[config.mk]
export PLATFORM = sky130hd
export DESIGN_NAME = ctrl_pipe_flat
export DESIGN_NICKNAME = d
export VERILOG_FILES = /design/src/rtl/ctrl_pipe_if.sv /design/src/rtl/ctrl_pipe.sv /design/src/flat_wrapper.sv
export SDC_FILE = /design/constraint.sdc
export NUM_CORES = 1
export LEC_CHECK = 0
export CELL_PAD_IN_SITES_DETAIL_PLACEMENT = 1
export CELL_PAD_IN_SITES_GLOBAL_PLACEMENT = 2
export CORE_UTILIZATION = 30
export CTS_CLUSTER_DIAMETER = 150
export DETAILED_ROUTE_END_ITERATION = 7
export GPL_TIMING_DRIVEN = 0
export PLACE_DENSITY_LB_ADDON = 0.1
export SLEW_MARGIN = 5
export SYNTH_ARGS = -nofsm -noshare
export SYNTH_HDL_FRONTEND = slang
export SYNTH_SLANG_ARGS = --single-unit
export TNS_END_PERCENT = 30
[constraint.sdc]
create_clock -name clk -period 4.3 [get_ports clk]
set_input_delay 1.29 -clock clk [delete_from_list [all_inputs] [get_ports clk]]
set_output_delay 1.29 -clock clk [all_outputs]
set_load 0.1 [all_outputs]
[src/rtl/ctrl_pipe_if.sv]
// Control-pipe bus: ID-stage control inputs, flush request, and per-stage
// control/valid/rd outputs plus fetch enables, halt and stall statistics.
interface ctrl_pipe_if #(
   parameter int unsigned CTRL_W      = 12,
   parameter int unsigned REG_AW      = 5,
   parameter int unsigned STALL_CNT_W = 16
);
   logic                   id_valid;
   logic [CTRL_W-1:0]      id_ctrl;
   logic                   id_not_halt;
   logic [REG_AW-1:0]      id_rd;
   logic [REG_AW-1:0]      id_rs1;
   logic [REG_AW-1:0]      id_rs2;
   logic                   flush;

   logic                   pc_write;
   logic                   ifid_write;
   logic                   ifid_flush;
   logic                   ex_valid;
   logic                   mem_valid;
   logic                   wb_valid;
   logic [CTRL_W-1:0]      ex_ctrl;
   logic [CTRL_W-1:0]      mem_ctrl;
   logic [CTRL_W-1:0]      wb_ctrl;
   logic [REG_AW-1:0]      ex_rd;
   logic [REG_AW-1:0]      mem_rd;
   logic [REG_AW-1:0]      wb_rd;
   logic                   halted;
   logic [STALL_CNT_W-1:0] stall_count;

   modport master (
      output id_valid, id_ctrl, id_not_halt, id_rd, id_rs1, id_rs2, flush,
      input  pc_write, ifid_write, ifid_flush,
      input  ex_valid, mem_valid, wb_valid, ex_ctrl, mem_ctrl, wb_ctrl,
      input  ex_rd, mem_rd, wb_rd, halted, stall_count
   );

   modport slave (
      input  id_valid, id_ctrl, id_not_halt, id_rd, id_rs1, id_rs2, flush,
      output pc_write, ifid_write, ifid_flush,
      output ex_valid, mem_valid, wb_valid, ex_ctrl, mem_ctrl, wb_ctrl,
      output ex_rd, mem_rd, wb_rd, halted, stall_count
   );
endinterface

[src/rtl/ctrl_pipe.sv]
// Control-word pipeline ID->EX->MEM->WB with load-use stall, branch flush
// and EBREAK halt drain; drives PC / IF-ID enables back to fetch.
module ctrl_pipe #(
   parameter int unsigned CTRL_W      = 12,
   parameter int unsigned REG_AW      = 5,
   parameter int unsigned STALL_CNT_W = 16
) (
   input logic        clk,
   input logic        rst_n,
   ctrl_pipe_if.slave bus
);
   typedef enum logic [1:0] {S_RUN, S_DRAIN, S_HALTED} state_t;

   state_t                 r_state, w_state_nxt;

   logic                   r_ex_valid, r_mem_valid, r_wb_valid;
   logic [CTRL_W-1:0]      r_ex_ctrl, r_mem_ctrl, r_wb_ctrl;
   logic [REG_AW-1:0]      r_ex_rd, r_mem_rd, r_wb_rd;
   logic                   r_ex_halt, r_mem_halt, r_wb_halt;
   logic [STALL_CNT_W-1:0] r_stall_count;

   logic w_load_use;
   logic w_pc_write, w_ifid_write, w_ifid_flush;
   logic w_ex_take_id, w_mem_kill, w_all_kill, w_stall;

   assign w_load_use = bus.id_valid & r_ex_valid & r_ex_ctrl[9] & (r_ex_rd != '0) &
                       ((r_ex_rd == bus.id_rs1) | (r_ex_rd == bus.id_rs2));

   always_ff @(posedge clk or negedge rst_n) begin
      if (!rst_n) r_state <= S_RUN;
      else        r_state <= w_state_nxt;
   end

   // Priority: halted > flush > halt drain > load-use > normal issue.
   always_comb begin
      w_state_nxt  = r_state;
      w_pc_write   = 1'b1;
      w_ifid_write = 1'b1;
      w_ifid_flush = 1'b0;
      w_ex_take_id = 1'b0;
      w_mem_kill   = 1'b0;
      w_all_kill   = 1'b0;
      w_stall      = 1'b0;
      if (r_state == S_HALTED) begin
         w_pc_write   = 1'b0;
         w_ifid_write = 1'b0;
         w_all_kill   = 1'b1;
      end else if (bus.flush) begin
         w_ifid_flush = 1'b1;
         w_mem_kill   = 1'b1;
         if (r_ex_halt) w_state_nxt = S_RUN;
      end else if (r_state == S_DRAIN) begin
         w_pc_write   = 1'b0;
         w_ifid_write = 1'b0;
      end else if (w_load_use) begin
         w_pc_write   = 1'b0;
         w_ifid_write = 1'b0;
         w_stall      = 1'b1;
      end else begin
         w_ex_take_id = 1'b1;
         if (bus.id_valid && !bus.id_not_halt) begin
            w_pc_write   = 1'b0;
            w_ifid_write = 1'b0;
            w_state_nxt  = S_DRAIN;
         end
      end
      // A marker only reaches wb via a surviving drain, so retire wins here.
      if (r_state != S_HALTED && r_wb_halt) w_state_nxt = S_HALTED;
   end

   always_ff @(posedge clk or negedge rst_n) begin
      if (!rst_n) begin
         r_ex_valid <= 1'b0; r_ex_ctrl <= '0; r_ex_rd <= '0; r_ex_halt <= 1'b0;
      end else if (w_ex_take_id && bus.id_valid) begin
         r_ex_valid <= 1'b1;
         r_ex_ctrl  <= bus.id_ctrl;
         r_ex_rd    <= bus.id_rd;
         r_ex_halt  <= ~bus.id_not_halt;
      end else begin
         r_ex_valid <= 1'b0; r_ex_ctrl <= '0; r_ex_rd <= '0; r_ex_halt <= 1'b0;
      end
   end

   always_ff @(posedge clk or negedge rst_n) begin
      if (!rst_n) begin
         r_mem_valid <= 1'b0; r_mem_ctrl <= '0; r_mem_rd <= '0; r_mem_halt <= 1'b0;
      end else if (w_all_kill || w_mem_kill) begin
         r_mem_valid <= 1'b0; r_mem_ctrl <= '0; r_mem_rd <= '0; r_mem_halt <= 1'b0;
      end else begin
         r_mem_valid <= r_ex_valid;
         r_mem_ctrl  <= r_ex_ctrl;
         r_mem_rd    <= r_ex_rd;
         r_mem_halt  <= r_ex_halt;
      end
   end

   always_ff @(posedge clk or negedge rst_n) begin
      if (!rst_n) begin
         r_wb_valid <= 1'b0; r_wb_ctrl <= '0; r_wb_rd <= '0; r_wb_halt <= 1'b0;
      end else if (w_all_kill) begin
         r_wb_valid <= 1'b0; r_wb_ctrl <= '0; r_wb_rd <= '0; r_wb_halt <= 1'b0;
      end else begin
         r_wb_valid <= r_mem_valid;
         r_wb_ctrl  <= r_mem_ctrl;
         r_wb_rd    <= r_mem_rd;
         r_wb_halt  <= r_mem_halt;
      end
   end

   always_ff @(posedge clk or negedge rst_n) begin
      if (!rst_n)                               r_stall_count <= '0;
      else if (w_stall && r_stall_count != '1) r_stall_count <= r_stall_count + STALL_CNT_W'(1);
   end

   assign bus.pc_write    = w_pc_write;
   assign bus.ifid_write  = w_ifid_write;
   assign bus.ifid_flush  = w_ifid_flush;
   assign bus.ex_valid    = r_ex_valid;
   assign bus.mem_valid   = r_mem_valid;
   assign bus.wb_valid    = r_wb_valid;
   assign bus.ex_ctrl     = r_ex_ctrl;
   assign bus.mem_ctrl    = r_mem_ctrl;
   assign bus.wb_ctrl     = r_wb_ctrl;
   assign bus.ex_rd       = r_ex_rd;
   assign bus.mem_rd      = r_mem_rd;
   assign bus.wb_rd       = r_wb_rd;
   assign bus.halted      = (r_state == S_HALTED);
   assign bus.stall_count = r_stall_count;
endmodule

[src/flat_wrapper.sv]
// flat-port wrapper written by rule: the top's interface ports become plain ports
module ctrl_pipe_flat 
#(
   parameter int unsigned CTRL_W      = 12,
   parameter int unsigned REG_AW      = 5,
   parameter int unsigned STALL_CNT_W = 16
)
  (clk, rst_n, bus_id_valid, bus_id_ctrl, bus_id_not_halt, bus_id_rd, bus_id_rs1, bus_id_rs2, bus_flush, bus_pc_write, bus_ifid_write, bus_ifid_flush, bus_ex_valid, bus_mem_valid, bus_wb_valid, bus_ex_ctrl, bus_mem_ctrl, bus_wb_ctrl, bus_ex_rd, bus_mem_rd, bus_wb_rd, bus_halted, bus_stall_count);
  ctrl_pipe_if #(.CTRL_W(CTRL_W), .REG_AW(REG_AW), .STALL_CNT_W(STALL_CNT_W)) bus_i ();
  input logic clk;
  input logic rst_n;
  input wire logic [$bits(bus_i.id_valid)-1:0] bus_id_valid;
  input wire logic [$bits(bus_i.id_ctrl)-1:0] bus_id_ctrl;
  input wire logic [$bits(bus_i.id_not_halt)-1:0] bus_id_not_halt;
  input wire logic [$bits(bus_i.id_rd)-1:0] bus_id_rd;
  input wire logic [$bits(bus_i.id_rs1)-1:0] bus_id_rs1;
  input wire logic [$bits(bus_i.id_rs2)-1:0] bus_id_rs2;
  input wire logic [$bits(bus_i.flush)-1:0] bus_flush;
  output wire logic [$bits(bus_i.pc_write)-1:0] bus_pc_write;
  output wire logic [$bits(bus_i.ifid_write)-1:0] bus_ifid_write;
  output wire logic [$bits(bus_i.ifid_flush)-1:0] bus_ifid_flush;
  output wire logic [$bits(bus_i.ex_valid)-1:0] bus_ex_valid;
  output wire logic [$bits(bus_i.mem_valid)-1:0] bus_mem_valid;
  output wire logic [$bits(bus_i.wb_valid)-1:0] bus_wb_valid;
  output wire logic [$bits(bus_i.ex_ctrl)-1:0] bus_ex_ctrl;
  output wire logic [$bits(bus_i.mem_ctrl)-1:0] bus_mem_ctrl;
  output wire logic [$bits(bus_i.wb_ctrl)-1:0] bus_wb_ctrl;
  output wire logic [$bits(bus_i.ex_rd)-1:0] bus_ex_rd;
  output wire logic [$bits(bus_i.mem_rd)-1:0] bus_mem_rd;
  output wire logic [$bits(bus_i.wb_rd)-1:0] bus_wb_rd;
  output wire logic [$bits(bus_i.halted)-1:0] bus_halted;
  output wire logic [$bits(bus_i.stall_count)-1:0] bus_stall_count;
  assign bus_i.id_valid = bus_id_valid;
  assign bus_i.id_ctrl = bus_id_ctrl;
  assign bus_i.id_not_halt = bus_id_not_halt;
  assign bus_i.id_rd = bus_id_rd;
  assign bus_i.id_rs1 = bus_id_rs1;
  assign bus_i.id_rs2 = bus_id_rs2;
  assign bus_i.flush = bus_flush;
  assign bus_pc_write = bus_i.pc_write;
  assign bus_ifid_write = bus_i.ifid_write;
  assign bus_ifid_flush = bus_i.ifid_flush;
  assign bus_ex_valid = bus_i.ex_valid;
  assign bus_mem_valid = bus_i.mem_valid;
  assign bus_wb_valid = bus_i.wb_valid;
  assign bus_ex_ctrl = bus_i.ex_ctrl;
  assign bus_mem_ctrl = bus_i.mem_ctrl;
  assign bus_wb_ctrl = bus_i.wb_ctrl;
  assign bus_ex_rd = bus_i.ex_rd;
  assign bus_mem_rd = bus_i.mem_rd;
  assign bus_wb_rd = bus_i.wb_rd;
  assign bus_halted = bus_i.halted;
  assign bus_stall_count = bus_i.stall_count;
  ctrl_pipe #(.CTRL_W(CTRL_W), .REG_AW(REG_AW), .STALL_CNT_W(STALL_CNT_W)) u_core (.clk(clk), .rst_n(rst_n), .bus(bus_i));
endmodule
# [After elaboration in Yosys (flattened, before gate mapping)]
# Index checks and enable logic that the tools add are counted.
# W data, S select, Z words.
[totals] ff_bits=75 in_bits=32 wordCells=75
[classes] n_addsub=1 n_eq_ne=10 n_mux=35 n_bitwise=6 reduce_logical=9
[op_table] operator="$mux W12" n=3
[op_table] operator="$mux W1" n=22
[op_table] operator="$add A16 B1 Y16 const B" n=1
[op_table] operator="$ne A16 B16 Y1 const B" n=1
[op_table] operator="$mux W5" n=3
[op_table] operator="$mux W2" n=7
[op_table] operator="$eq A5 B5 Y1" n=2
[op_table] operator="$ne A3 B3 Y1 const B" n=2
[op_table] operator="$reduce_and A5 Y1" n=1
[op_table] operator="$reduce_bool A5 Y1" n=1
[op_table] operator="$and A1 B1 Y1" n=4
[op_table] operator="$logic_and A1 B1 Y1" n=4
[op_table] operator="$ne A3 B1 Y1 const B" n=1
[op_table] operator="$reduce_bool A3 Y1" n=1
[op_table] operator="$eq A2 B1 Y1 const B" n=1
[op_table] operator="$eq A2 B2 Y1 const B" n=1
[op_table] operator="$ne A2 B1 Y1 const B" n=1
[op_table] operator="$ne A2 B2 Y1 const B" n=1
[op_table] operator="$logic_not A1 Y1" n=1
[op_table] operator="$logic_or A1 B1 Y1" n=1
[op_table] operator="$not A1 Y1" n=1
[op_table] operator="$or A1 B1 Y1" n=1

# [Depth between registers and ports, before layout]
# Gate-level depths: netlist of run 1.
[depth] word_depth=10 depth_mapped=8 mapped_depth_nobuf=7

# [Worst setup path before layout of run 1]
# OpenSTA, ideal clock, no wires.
[synth_path] path_kind="input port to output port" startpoint="input port bus_flush" endpoint="output port bus_pc_write" t_arrival_ns=3.284 setup_slack_ns=-0.274 path_stages=3 n_path_buf=1 path_cell_list="and2_1 -> a41o_1 -> buf_4"
[synth_via] elab_chain_len=2
[synth_lines] element="from (decl)" line="flat_wrapper.sv:18" rtl="input wire logic [$bits(bus_i.flush)-1:0] bus_flush;"
[synth_lines] element="$mux W1 (2 in a row)"
[synth_lines] element="to (decl)" line="flat_wrapper.sv:19" rtl="output wire logic [$bits(bus_i.pc_write)-1:0] bus_pc_write;"
# No other way between the ends.

# [Final worst setup path of run 1]
[layout_path] startpoint="input port bus_flush" endpoint="output port bus_ifid_flush"
[layout_via] elab_chain_len=2
[layout_lines] element="$mux W1" line="ctrl_pipe.sv:48" rtl="end else if (bus.flush) begin"
[layout_lines] element="$mux W1" line="ctrl_pipe.sv:44" rtl="if (r_state == S_HALTED) begin"
[layout_lines] element="to (decl)" line="flat_wrapper.sv:21" rtl="output wire logic [$bits(bus_i.ifid_flush)-1:0] bus_ifid_flush;"
# No other way between the ends.

==> results of run 1 <==
path summary, 6_finish.rpt:
| kind | endpoint | startpoint | slack, ns |
|---|---|---|---|
| min in group asynchronous | u_core.bus.wb_ctrl[3] | rst_n | 0.85 |
| hold / removal | u_core.r_wb_halt | u_core.r_mem_halt | 0.48 |
| setup / recovery | bus_ifid_flush | bus_flush | 0.1 |
| hold reg to reg | u_core.r_wb_halt | u_core.r_mem_halt | 0.48 |
| setup reg to reg | u_core.bus.stall_count[14] | u_core.bus.ex_rd[2] | 2.10 |
| max in group asynchronous | u_core.bus.stall_count[1] | rst_n | 2.87 |
per-stage QoR:
stage | TNS, ns | cell area [um2] | hold slack (ns) | power [uW] | setup WS (ns)
CTS | -0.191 | 4410 | 0.484 | 2000 | -0.102
floorplan | 0 | 2950 | 0.428 | 1230 | 0.0303
global route | 0 | 4460 | 0.490 | 2060 | 0.000431
detailed placement | -2.21 | 4190 | 0.448 | 1410 | -1.07
finish | 0 | 4460 | 0.476 | 1970 | 0.0972
global placement | -65.95 | 4160 | 0.434 | 1400 | -1.06
placed cells by master, fill, tap and decap left out, drive strengths merged, types with 2 or more instances in the layout:
cell,synthesis,final
clkdlybuf4s50,0,100
nor2,6,6
and2,56,56
xor2,16,16
nand2b,4,4
and4,2,2
dfrtp,75,75
nand2,6,6
nand3,5,5
xnor2,9,9
nor4,3,3
buf,4,13
a21oi,3,3
nor3b,2,2
inv,4,6
clkinvlp,0,2
and3,5,5
nor3,7,7
nand4,7,7
clkbuf,3,13
metal layers:
metal,vias to the layer above,GRT usage (%),wire length (um)
li1,986,-,-
met1,1032,18.8,3050
met2,72,24.3,3490
met3,11,6.49,524
met4,0,5.02,95
met5,-,0,0
worst max-delay path: stages:
cell	delay, ns
clkdlybuf4s50_1	0.55
and2_1	0.19
dlygate4sd2_1	0.87
cell type report:
| type | count | share of cell area [%] |
|---|---|---|
| plain buffers | 6 | 0.757 |
| clock buffers | 10 | 3.08 |
| clock inverters | 6 | 1.60 |
| inverters | 4 | 0.337 |
| multi-input cells | 141 | 23.1 |
| flip-flops and latches | 75 | 42.1 |
| well taps | 129 | 3.62 |
| repair buffers | 112 | 25.4 |
registers in the layout (all words and copies together) (netlist names):
name	cells
u_core.bus.stall_count	16
u_core.bus.ex_ctrl	12
u_core.bus.mem_ctrl	12
u_core.bus.wb_ctrl	12
u_core.bus.ex_rd	5
u_core.bus.mem_rd	5
u_core.bus.wb_rd	5
u_core.r_state	2
u_core.bus.ex_valid	1
u_core.bus.mem_valid	1
u_core.bus.wb_valid	1
u_core.r_ex_halt	1
u_core.r_mem_halt	1
u_core.r_wb_halt	1
power by group:
group          leakage [uW]  internal, uW  switching (uW)
registers           0.00103           751            29.6
clock network     0.0000995           289             283
logic              0.000923           168             454
cell families (layout without fill, tap and decap cells):
family | after synthesis | count (layout)
xor gates and xnor gates | 25 | 25
muxes | 1 | 1
buffers and inverters | 11 | 138
adders and majority gates | 1 | 1
DFF | 75 | 75
and+or+nand+nor | 105 | 105
AOI/OAI and AO/OA | 9 | 9
what timing repair did:
item	4_1_cts	5_1_grt
gates resized for setup	16	4
pin swaps	1	3
endpoints found under the setup margin	3	2
buffers inserted	1	5
hold buffers	0	0
==> reports/qor.csv, run 1 <==
metric,value,unit
top-count cell post-synth,dfrtp_1,
Synth Area per Inst,13.0,um2
share of cells above drive strength 1,13.0,%
"Core Util, Final",47.6,%
area of the core,9370,um2
"area leader, netlist",dfrtp_1,
Post-Synth XOR/XNOR Area,7.68,%
full die area,10200,um2
DIE HEIGHT,101,um
"non-filler cells, final",483,
drt via density,4.35,
placer congestion estimate,0.675,
number of synthesized register bits,75,
WL per Instance,14.8,um
DRC Markers,0,
Root Driver,clkbuf_8,
Hold Path Cell Cnt,1,
initial antenna violation count,0,
CTS buffer count,9,
worst path required time,3.01,ns
first-pass GRT wire length,11500,um
RSZ-0062 raised after global routing,no,
max frequency,0.238,GHz
Max Cap Viol,0,
critical path type,in -> out,
Port Buf Inserts,105,
DR iter-0 viols,18,
minimum clock period after layout,4.20,ns
"Seq/Total Area, Yosys",63.6,%
clk_skew,0.0145,ns
"Distinct cells, synth",36,
adder-cell share of the synthesized area,0.424,%
critical path peak fanout,5,
crit end category,output pin,
number of global-route vias before repair,2146,
drt first pass iters,4,
Synth area leaders,"dfrtp_1, and2_1, xor2_1",
post-synth top area share,63.6,%
pwr dens,443,nW/um2
Max Slew Vio Count,0,
grt ovf,0,
"Top FF cell, synth",dfrtp_1,
H-tree depth,3,
Ant. Diodes,0,
Die X,101,um
largest net degree at the start of global routing,48,
hpwl dp,5240,um
maximum VDD drop,0.177,mV
Seq. cell area,1880,um2
number of synthesized flops with an enable pin,0,
IO Count,106,
Area growth syn-to-layout,51.2,%
async set or reset register ratio after synthesis,100,%
Cell Rows,35,
final hold violation count,0,
area of the multi-input gates,1030,um2
syn_nets,260,
measured slew at the worst slew-check pin,1.01,ns
class of the worst hold path,reg -> reg,
simple-gate area share of the yosys netlist,23.2,%
nets,382,
ANT nets after route,0,
Syn Std Cell Area,2950,um2
Reg2Reg Depth,8,
Worst slew margin,32.5,%
mux cell area share after synthesis,0.382,%
CTS tree,yes,
number of fill cells in the layout,1022,
Cells after DPL,462,
clock tree sinks,75,
top post-synthesis cells by count,"dfrtp_1, and2_1, xor2_1",
synthesized instance count,227,
Initial Util,31.5,%
status,"finished, final reports clean",
"Clk Latency, worst-skew pair",0.35,ns
clk buf depth,2,
complex-gate fraction of the synthesized area,2.67,%
Setup Viol. Count Final,0,
total routed wirelength,7160,um
Tot GR Track Use,15.3,%
final worst-path cycle share,97.7,%
clock slew at reported path FFs,0.09,ns
Worst EP arrival,2.91,ns
combinational family with the most area after synthesis,simple AND/OR/NAND/NOR gates,
via count,2101,
synth warn,0,
Worst setup SP type,input port,
Leakage,0.00205,uW
No activity file was read; power rests on OpenSTA's default activity.
==> run 2: changes to the inputs <==
--- a/config.mk
+++ b/config.mk
@@ -7,6 +7,7 @@
 export LEC_CHECK = 0
 export CELL_PAD_IN_SITES_DETAIL_PLACEMENT = 1
 export CELL_PAD_IN_SITES_GLOBAL_PLACEMENT = 2
+export CORE_MARGIN = 2
 export CORE_UTILIZATION = 30
 export CTS_CLUSTER_DIAMETER = 150
 export DETAILED_ROUTE_END_ITERATION = 7
==> constraint.sdc (replaced) <==
create_clock -name clk -period 5.05 [get_ports clk]
set_input_delay 1.515 -clock clk [delete_from_list [all_inputs] [get_ports clk]]
set_output_delay 1.515 -clock clk [all_outputs]
set_load 0.1 [all_outputs]
==> run 2 against run 1 <==
Against the previous run: non-clock buffer count decreased by 5; sequential power down 15%; global-route usage fell by 1.2 points; count of clock-buffer cells in the layout unchanged; final cell count fell by 0.21%; hold slack worse by 0.011 ns; flip-flop and latch count unchanged; core utilization shrank 1.8 points; register-to-register slack gained 0.99 ns; wire length is 1.6% lower; clock power is 6.1% lower; critical endpoint is now bus_pc_write; highest routed layer unchanged.
==> reports/qor.csv, run 2 (synthesis gave the netlist of run 1 again) <==
metric,value,unit,change
DRC Markers,0,,unchanged
Leakage,0.00202,uW,was 0.00205 uW
Root Driver,clkbuf_8,,unchanged
"commonest non-fill, non-tap cell in the layout",clkdlybuf4s50_1,,unchanged
CP Cell Sequence,clkdlybuf4s50_1 -> xor2_1 -> nor3_2 -> a22oi_2 -> nand2b_4 -> buf_6 -> a41o_1 -> buf_4 -> buf_4,,was clkdlybuf4s50_1 -> and2_1 -> dlygate4sd2_1
first-pass GRT wire length,11200,um,"was 11,500 um"
Hold Path Cell Cnt,1,,unchanged
Area growth syn-to-layout,49.5,%,was 51.2%
RSZ-0062 raised after global routing,no,,unchanged
Tot GR Track Use,14.1,%,was 15.3%
"Core Util, Final",45.8,%,was 47.6%
area of the core,9640,um2,was 9370 um2
slowest cell on the critical path,clkdlybuf4s50_1,,was dlygate4sd2_1
Net Sw Frac,37.8,%,was 38.8%
Worst EP arrival,3.42,ns,was 2.91 ns
Max Slew Vio Count,0,,unchanged
max frequency,0.202,GHz,
Buf/Inv on CP,4,,was 2
placer congestion estimate,0.694,,was 0.675
DIE HEIGHT,103,um,was 101 um
CTS tree,yes,,unchanged
Initial Util,30.6,%,was 31.5%
Top delay family on crit path,buffers and inverters,,unchanged
"Clk Latency, worst-skew pair",0.34,ns,was 0.35 ns
Cell Rows,36,,was 35
hold_buf cts,0,,unchanged
crit end category,output pin,,unchanged
initial antenna violation count,0,,unchanged
Max Cap Viol,0,,unchanged
via count,2085,,"was 2,101"
largest net degree at the start of global routing,40,,was 48
Hold Crit Start,u_core.r_mem_halt,,unchanged
class of the worst hold path,reg -> reg,,unchanged
final hold violation count,0,,unchanged
setup bufs post-CTS,0,,was 1
DR iter-0 viols,29,,was 18
combinational group share of total power,29.9,%,was 31.5%
Final TNS setup,0,ns,unchanged
Ant. Diodes,0,,unchanged
share of cells above drive strength 1,11.2,%,was 13.0%
Die X,103,um,was 101 um
Worst slew margin,32.7,%,was 32.5%
drt first pass iters,4,,unchanged
Reg2Reg Depth,6,,was 8
Critical Path Most Common Cell,buf_4,,
ANT nets after route,0,,unchanged
full die area,10600,um2,"was 10,200 um2"
internal power,1070,uW,was 1210 uW
clock tree sinks,75,,unchanged
minimum clock period after layout,4.94,ns,
nets,377,,was 382
area of the multi-input gates,1010,um2,was 1030 um2
most frequent cells in the layout,"clkdlybuf4s50_1, dfrtp_1, and2_1",,unchanged
hold path endpoint,u_core.r_wb_halt,,unchanged
Net Sw Power,647,uW,was 767 uW
max FFs per register,16,,unchanged
maximum VDD drop,0.170,mV,was 0.177 mV
Worst setup SP type,input port,,unchanged
status,"finished, final reports clean",,unchanged
IO Count,106,,unchanged
total routed wirelength,7050,um,was 7160 um
WL per Instance,14.6,um,was 14.8 um
Worst R2R End,u_core.bus.stall_count[1],,was u_core.bus.stall_count[14]
clock share of power,31.3,%,was 29.0%
Cells after DPL,466,,was 462
clk buf depth,2,,unchanged
Worst R2R Start,u_core.r_state[0],,was u_core.bus.ex_rd[2]
reg-to-reg setup timing slack,3.09,ns,was 2.10 ns
Placed Area,4190,um2,about the same
Port Buf Inserts,105,,unchanged
H-tree depth,3,,unchanged
clk_skew,0.0106,ns,was 0.0145 ns
drt via density,4.33,,was 4.35
grt ovf,0,,unchanged
final worst-path cycle share,97.8,%,
Setup Viol. Count Final,0,,unchanged
clock slew at reported path FFs,0.08,ns,was 0.09 ns
worst path required time,3.54,ns,was 3.01 ns
"non-filler cells, final",482,,was 483
number of fill cells in the layout,1050,,"was 1,022"
measured slew at the worst slew-check pin,1.01,ns,about the same
fin area,4410,um2,was 4460 um2
number of global-route vias before repair,2154,,"was 2,146"
pwr dens,388,nW/um2,was 443 nW/um2
critical path peak fanout,10,,was 5
Seq. cell area,1880,um2,unchanged
critical path type,in -> out,,unchanged
sequential power share,38.7,%,was 39.5%
Max stage delay on crit path,0.49,ns,was 0.87 ns
CTS buffer count,9,,unchanged
hpwl dp,5170,um,was 5240 um
-- run 2: repair_timing --
item	in CTS	in global routing
resized for setup	11	1
cloned	0	0
endpoints found under the setup margin	2	1
-- run 2: worst max path at each step --
stage	depth (start not counted)	slack [ns]	end	start
global route	9	0.001	bus_pc_write	bus_id_rs1[3]
floorplan	3	0.03	bus_pc_write	bus_flush
global placement	9	-0.74	bus_pc_write	bus_id_rs1[4]
finish	9	0.11	bus_pc_write	bus_id_rs1[4]
detailed placement	9	-0.73	bus_pc_write	bus_id_rs1[4]
CTS	8	0.06	bus_ifid_write	bus_id_rs1[4]
-- run 2: routing by layer --
| layer | GRT usage [%] | vias up | wire length [um] |
|---|---|---|---|
| met5 | 0 | - | 0 |
| met4 | 4.25 | 0 | 55 |
| met3 | 6.32 | 4 | 545 |
| met2 | 21.8 | 65 | 3260 |
| met1 | 17.8 | 1036 | 3190 |
| li1 | - | 980 | - |
-- run 2: worst reg2reg max path: cells and delay by family (launching register included) --
| kind | cells | cell delay [ns] |
|---|---|---|
| buffers and inverters | 1 | 0.07 |
| DFF | 1 | 0.37 |
| muxes | 1 | 0.36 |
| and+or+nand+nor | 4 | 1.05 |
-- run 2: power groups by stage --
| stage | registers, uW | clock network [uW] | logic, uW |
|---|---|---|---|
| global route | 670 | 576 | 536 |
| finish | 664 | 537 | 513 |
| global placement | 675 | 0 | 517 |
| detailed placement | 677 | 0 | 521 |
| CTS | 665 | 553 | 518 |
| floorplan | 912 | 0 | 133 |
-- run 2: final cells by class --
class,instances,area share (%)
multi-input cells,141,23.0
well taps,133,3.77
clock buffers,10,3.12
inverters,4,0.340
plain buffers,7,1.02
clock inverters,6,2.13
repair buffers,106,24.1
flip-flops and latches,75,42.5
-- run 2: stage by stage --
| stage | worst slack [ns] | hold slack, ns | total power, uW |
|---|---|---|---|
| after detailed placement | -0.734 | 0.441 | 1200 |
| final | 0.111 | 0.464 | 1710 |
| after CTS | 0.0562 | 0.466 | 1740 |
| after floorplan | 0.0259 | 0.428 | 1040 |
| after global routing | 0.00132 | 0.478 | 1780 |
| after global placement | -0.741 | 0.434 | 1190 |
==> run 3: changes to the inputs <==
--- a/config.mk
+++ b/config.mk
@@ -5,15 +5,15 @@
 export SDC_FILE = /design/constraint.sdc
 export NUM_CORES = 1
 export LEC_CHECK = 0
+export ABC_AREA = 1
 export CELL_PAD_IN_SITES_DETAIL_PLACEMENT = 1
 export CELL_PAD_IN_SITES_GLOBAL_PLACEMENT = 2
 export CORE_MARGIN = 2
-export CORE_UTILIZATION = 30
+export CORE_UTILIZATION = 28
 export CTS_CLUSTER_DIAMETER = 150
 export DETAILED_ROUTE_END_ITERATION = 7
 export GPL_TIMING_DRIVEN = 0
 export PLACE_DENSITY_LB_ADDON = 0.1
-export SLEW_MARGIN = 5
 export SYNTH_ARGS = -nofsm -noshare
 export SYNTH_HDL_FRONTEND = slang
 export SYNTH_SLANG_ARGS = --single-unit
==> run 3 against run 2 <==
Against the previous run: final area increased by 9.6%; hold slack improved by 0.0095 ns; wire length grew 24%; clock skew down 0.0047 ns; sequential share of layout area decreased by 3.7 points; core utilization fell by 3.2 points; area after synthesis increased by 10%; flip-flop and latch count is the same; critical path depth shrank 5; first-iteration DRC count grew 72%; register-to-register slack improved by 0.19 ns; synthesized cell count up 69%; critical endpoint is now bus_ifid_flush; largest cell class unchanged.
==> reports/qor.csv, run 3 <==
metric,value,unit,change
maximum VDD drop,0.121,mV,was 0.170 mV
top-count cell post-synth,inv_1,,was dfrtp_1
max FFs per register,16,,unchanged
met2 Usage GRT,24.3,%,was 21.8%
met1 usage,19.0,%,was 17.8%
minimum clock period after layout,4.93,ns,was 4.94 ns
Max Slew Vio Count,0,,unchanged
final hold violation count,0,,unchanged
DIE HEIGHT,112,um,was 103 um
Leakage,0.00225,uW,was 0.00202 uW
top post-synthesis cells by count,"inv_1, nor2_1, dfrtp_1",,"was dfrtp_1, and2_1, xor2_1"
post-synth top area share,57.7,%,was 63.6%
Initial Util,28.6,%,was 30.6%
area of the core,11400,um2,was 9640 um2
Port Buf Inserts,105,,unchanged
number of fill cells in the layout,1342,,"was 1,050"
first-pass GRT wire length,14600,um,"was 11,200 um"
pwr dens,288,nW/um2,was 388 nW/um2
clk_skew,0.00583,ns,was 0.0106 ns
max frequency,0.203,GHz,was 0.202 GHz
class of the worst hold path,reg -> reg,,unchanged
CP Cell Sequence,clkdlybuf4s50_1 -> inv_1 -> nor2_1 -> clkdlybuf4s50_1,,was clkdlybuf4s50_1 -> xor2_1 -> nor3_2 -> a22oi_2 -> nand2b_4 -> buf_6 -> a41o_1 -> buf_4 -> buf_4
hold_buf cts,0,,unchanged
IO Count,106,,unchanged
Worst slew margin,31.5,%,was 32.7%
Synth Area per Inst,8.47,um2,was 13.0 um2
Tot GR Track Use,15.0,%,was 14.1%
Worst EP arrival,3.41,ns,was 3.42 ns
DRC Markers,0,,unchanged
synth warn,0,,unchanged
share of cells above drive strength 1,9.88,%,was 11.2%
"Core Util, Final",42.5,%,was 45.8%
met3 Use GR,4.41,%,was 6.32%
final worst-path cycle share,97.5,%,was 97.8%
initial antenna violation count,0,,unchanged
Root Driver,clkbuf_16,,was clkbuf_8
grt ovf,0,,unchanged
largest net degree at the start of global routing,41,,was 40
nets,534,,was 377
"Distinct cells, synth",29,,was 36
Top Usage Layer GRT,met2,,unchanged
"Top FF cell, synth",dfrtp_1,,unchanged
number of synthesized register bits,75,,unchanged
Area growth syn-to-layout,48.7,%,was 49.5%
placer congestion estimate,0.712,,was 0.694
WL per Instance,13.4,um,was 14.6 um
ANT nets after route,0,,unchanged
"non-filler cells, final",649,,was 482
Max Cap Viol,0,,unchanged
full die area,12500,um2,"was 10,600 um2"
Max stage delay on crit path,1.16,ns,was 0.49 ns
total routed wirelength,8710,um,was 7050 um
measured slew at the worst slew-check pin,1.02,ns,was 1.01 ns
"Seq/Total Area, Yosys",57.7,%,was 63.6%
number of synthesized flops with an enable pin,0,,unchanged
drt first pass iters,4,,unchanged
Top delay family on crit path,buffers and inverters,,unchanged
"Clk Latency, worst-skew pair",0.33,ns,was 0.34 ns
DR iter-0 viols,50,,was 29
worst path required time,3.54,ns,about the same
syn_nets,417,,was 260
via count,2731,,"was 2,085"
"commonest non-fill, non-tap cell in the layout",clkdlybuf4s50_1,,unchanged
CTS buffer count,9,,unchanged
Die X,112,um,was 103 um
Setup Viol. Count Final,0,,unchanged
Syn Std Cell Area,3250,um2,was 2950 um2
clock tree sinks,75,,unchanged
Buf/Inv on CP,3,,was 4
number of global-route vias before repair,2879,,"was 2,154"
most frequent cells in the layout,"clkdlybuf4s50_1, inv_1, nor2_1",,"was clkdlybuf4s50_1, dfrtp_1, and2_1"
critical path type,in -> out,,unchanged
H-tree depth,3,,unchanged
Ant. Diodes,0,,unchanged
hpwl dp,6560,um,was 5170 um
Synth area leaders,"dfrtp_1, inv_1, nor2_1",,"was dfrtp_1, and2_1, xor2_1"
slowest cell on the critical path,clkdlybuf4s50_1,,unchanged
crit end category,output pin,,unchanged
drt via density,4.21,,was 4.33
synthesized instance count,384,,was 227
clk buf depth,2,,unchanged
Worst setup SP type,input port,,unchanged
Cells after DPL,633,,was 466
CTS tree,yes,,unchanged
status,"finished, final reports clean",,unchanged
RSZ-0062 raised after global routing,no,,unchanged
async set or reset register ratio after synthesis,100,%,unchanged
clock slew at reported path FFs,0.06,ns,was 0.08 ns
critical path peak fanout,5,,was 10
"area leader, netlist",dfrtp_1,,unchanged
total power,1390,uW,was 1710 uW
Cell Rows,39,,was 36
Critical Path Most Common Cell,clkdlybuf4s50_1,,was buf_4
run 3: kinds of logic after synthesis:
family | share of synthesized area, %
XOR/XNOR | 1.35
adder cells (fa/ha/maj) | 0.385
AND/OR/NAND/NOR | 26.7
AO/OA/AOI/OAI | 1.77
buffers and inverters | 12.1
flip-flops | 57.7
run 3: repair_timing:
action / in CTS / in global routing
gates resized for setup: 6 / 4
pin swaps: 0 / 0
setup endpoints to repair: 2 / 2
gates cloned: 0 / 0
buffers inserted: 0 / 0
run 3: worst reg2reg max path: stages, from the launching register on:
cell     delay, ns
dfrtp_1       0.42
ha_1          0.22
nand2_1       0.13
nor2_4        0.20
nand4_2       0.14
nand4_4       0.16
buf_6         0.19
nor2_2        0.05
nor2_1        0.10
nor2_1        0.05
run 3: power by group:
part           switching [uW]  total (uW)  internal (uW)
Clock                     254         739            485
Sequential                  0         601            601
Combinational            24.1        50.8           26.7
run 3: path summary, 6_finish.rpt:
kind / cells past startpoint / slack (ns) / from / end
worst min-delay path: 2 / 0.47 / u_core.r_mem_halt / u_core.r_wb_halt
max in group asynchronous: 2 / 3.31 / rst_n / u_core.bus.stall_count[15]
worst max-delay path: 4 / 0.12 / bus_flush / bus_ifid_flush
worst min register to register: 2 / 0.47 / u_core.r_mem_halt / u_core.r_wb_halt
worst max register to register: 9 / 3.28 / u_core.bus.stall_count[1] / u_core.bus.stall_count[14]
min in group asynchronous: 1 / 1.15 / rst_n / u_core.bus.ex_ctrl[3]
run 3: layer usage:
layer	vias to the layer above	share of wire [%]
met3	9	5.5
met4	0	1.4
met5	-	0
met1	1304	46
met2	66	47
li1	1352	-
run 3: through the flow:
step | worst slack, ns | setup TNS (ns) | hold slack, ns | area, um2
floorplan | 0.0669 | 0 | 0.448 | 3260
global placement | -0.500 | -32.04 | 0.452 | 4490
detailed placement | -0.515 | -0.952 | 0.473 | 4500
CTS | 0.0579 | 0 | 0.477 | 4850
global route | 0.0161 | 0 | 0.505 | 4830
finish | 0.125 | 0 | 0.474 | 4830
run 3: layout make-up:
type	count	area, um2	area share, %
multi-input combinational	209	986	20.4
tap	143	179	3.70
clock inverter	6	113	2.33
clock buffer	10	229	4.74
sequential	75	1880	38.8
buffer	7	43.8	0.906
timing repair buffer	106	1060	21.9
inverter	93	349	7.22
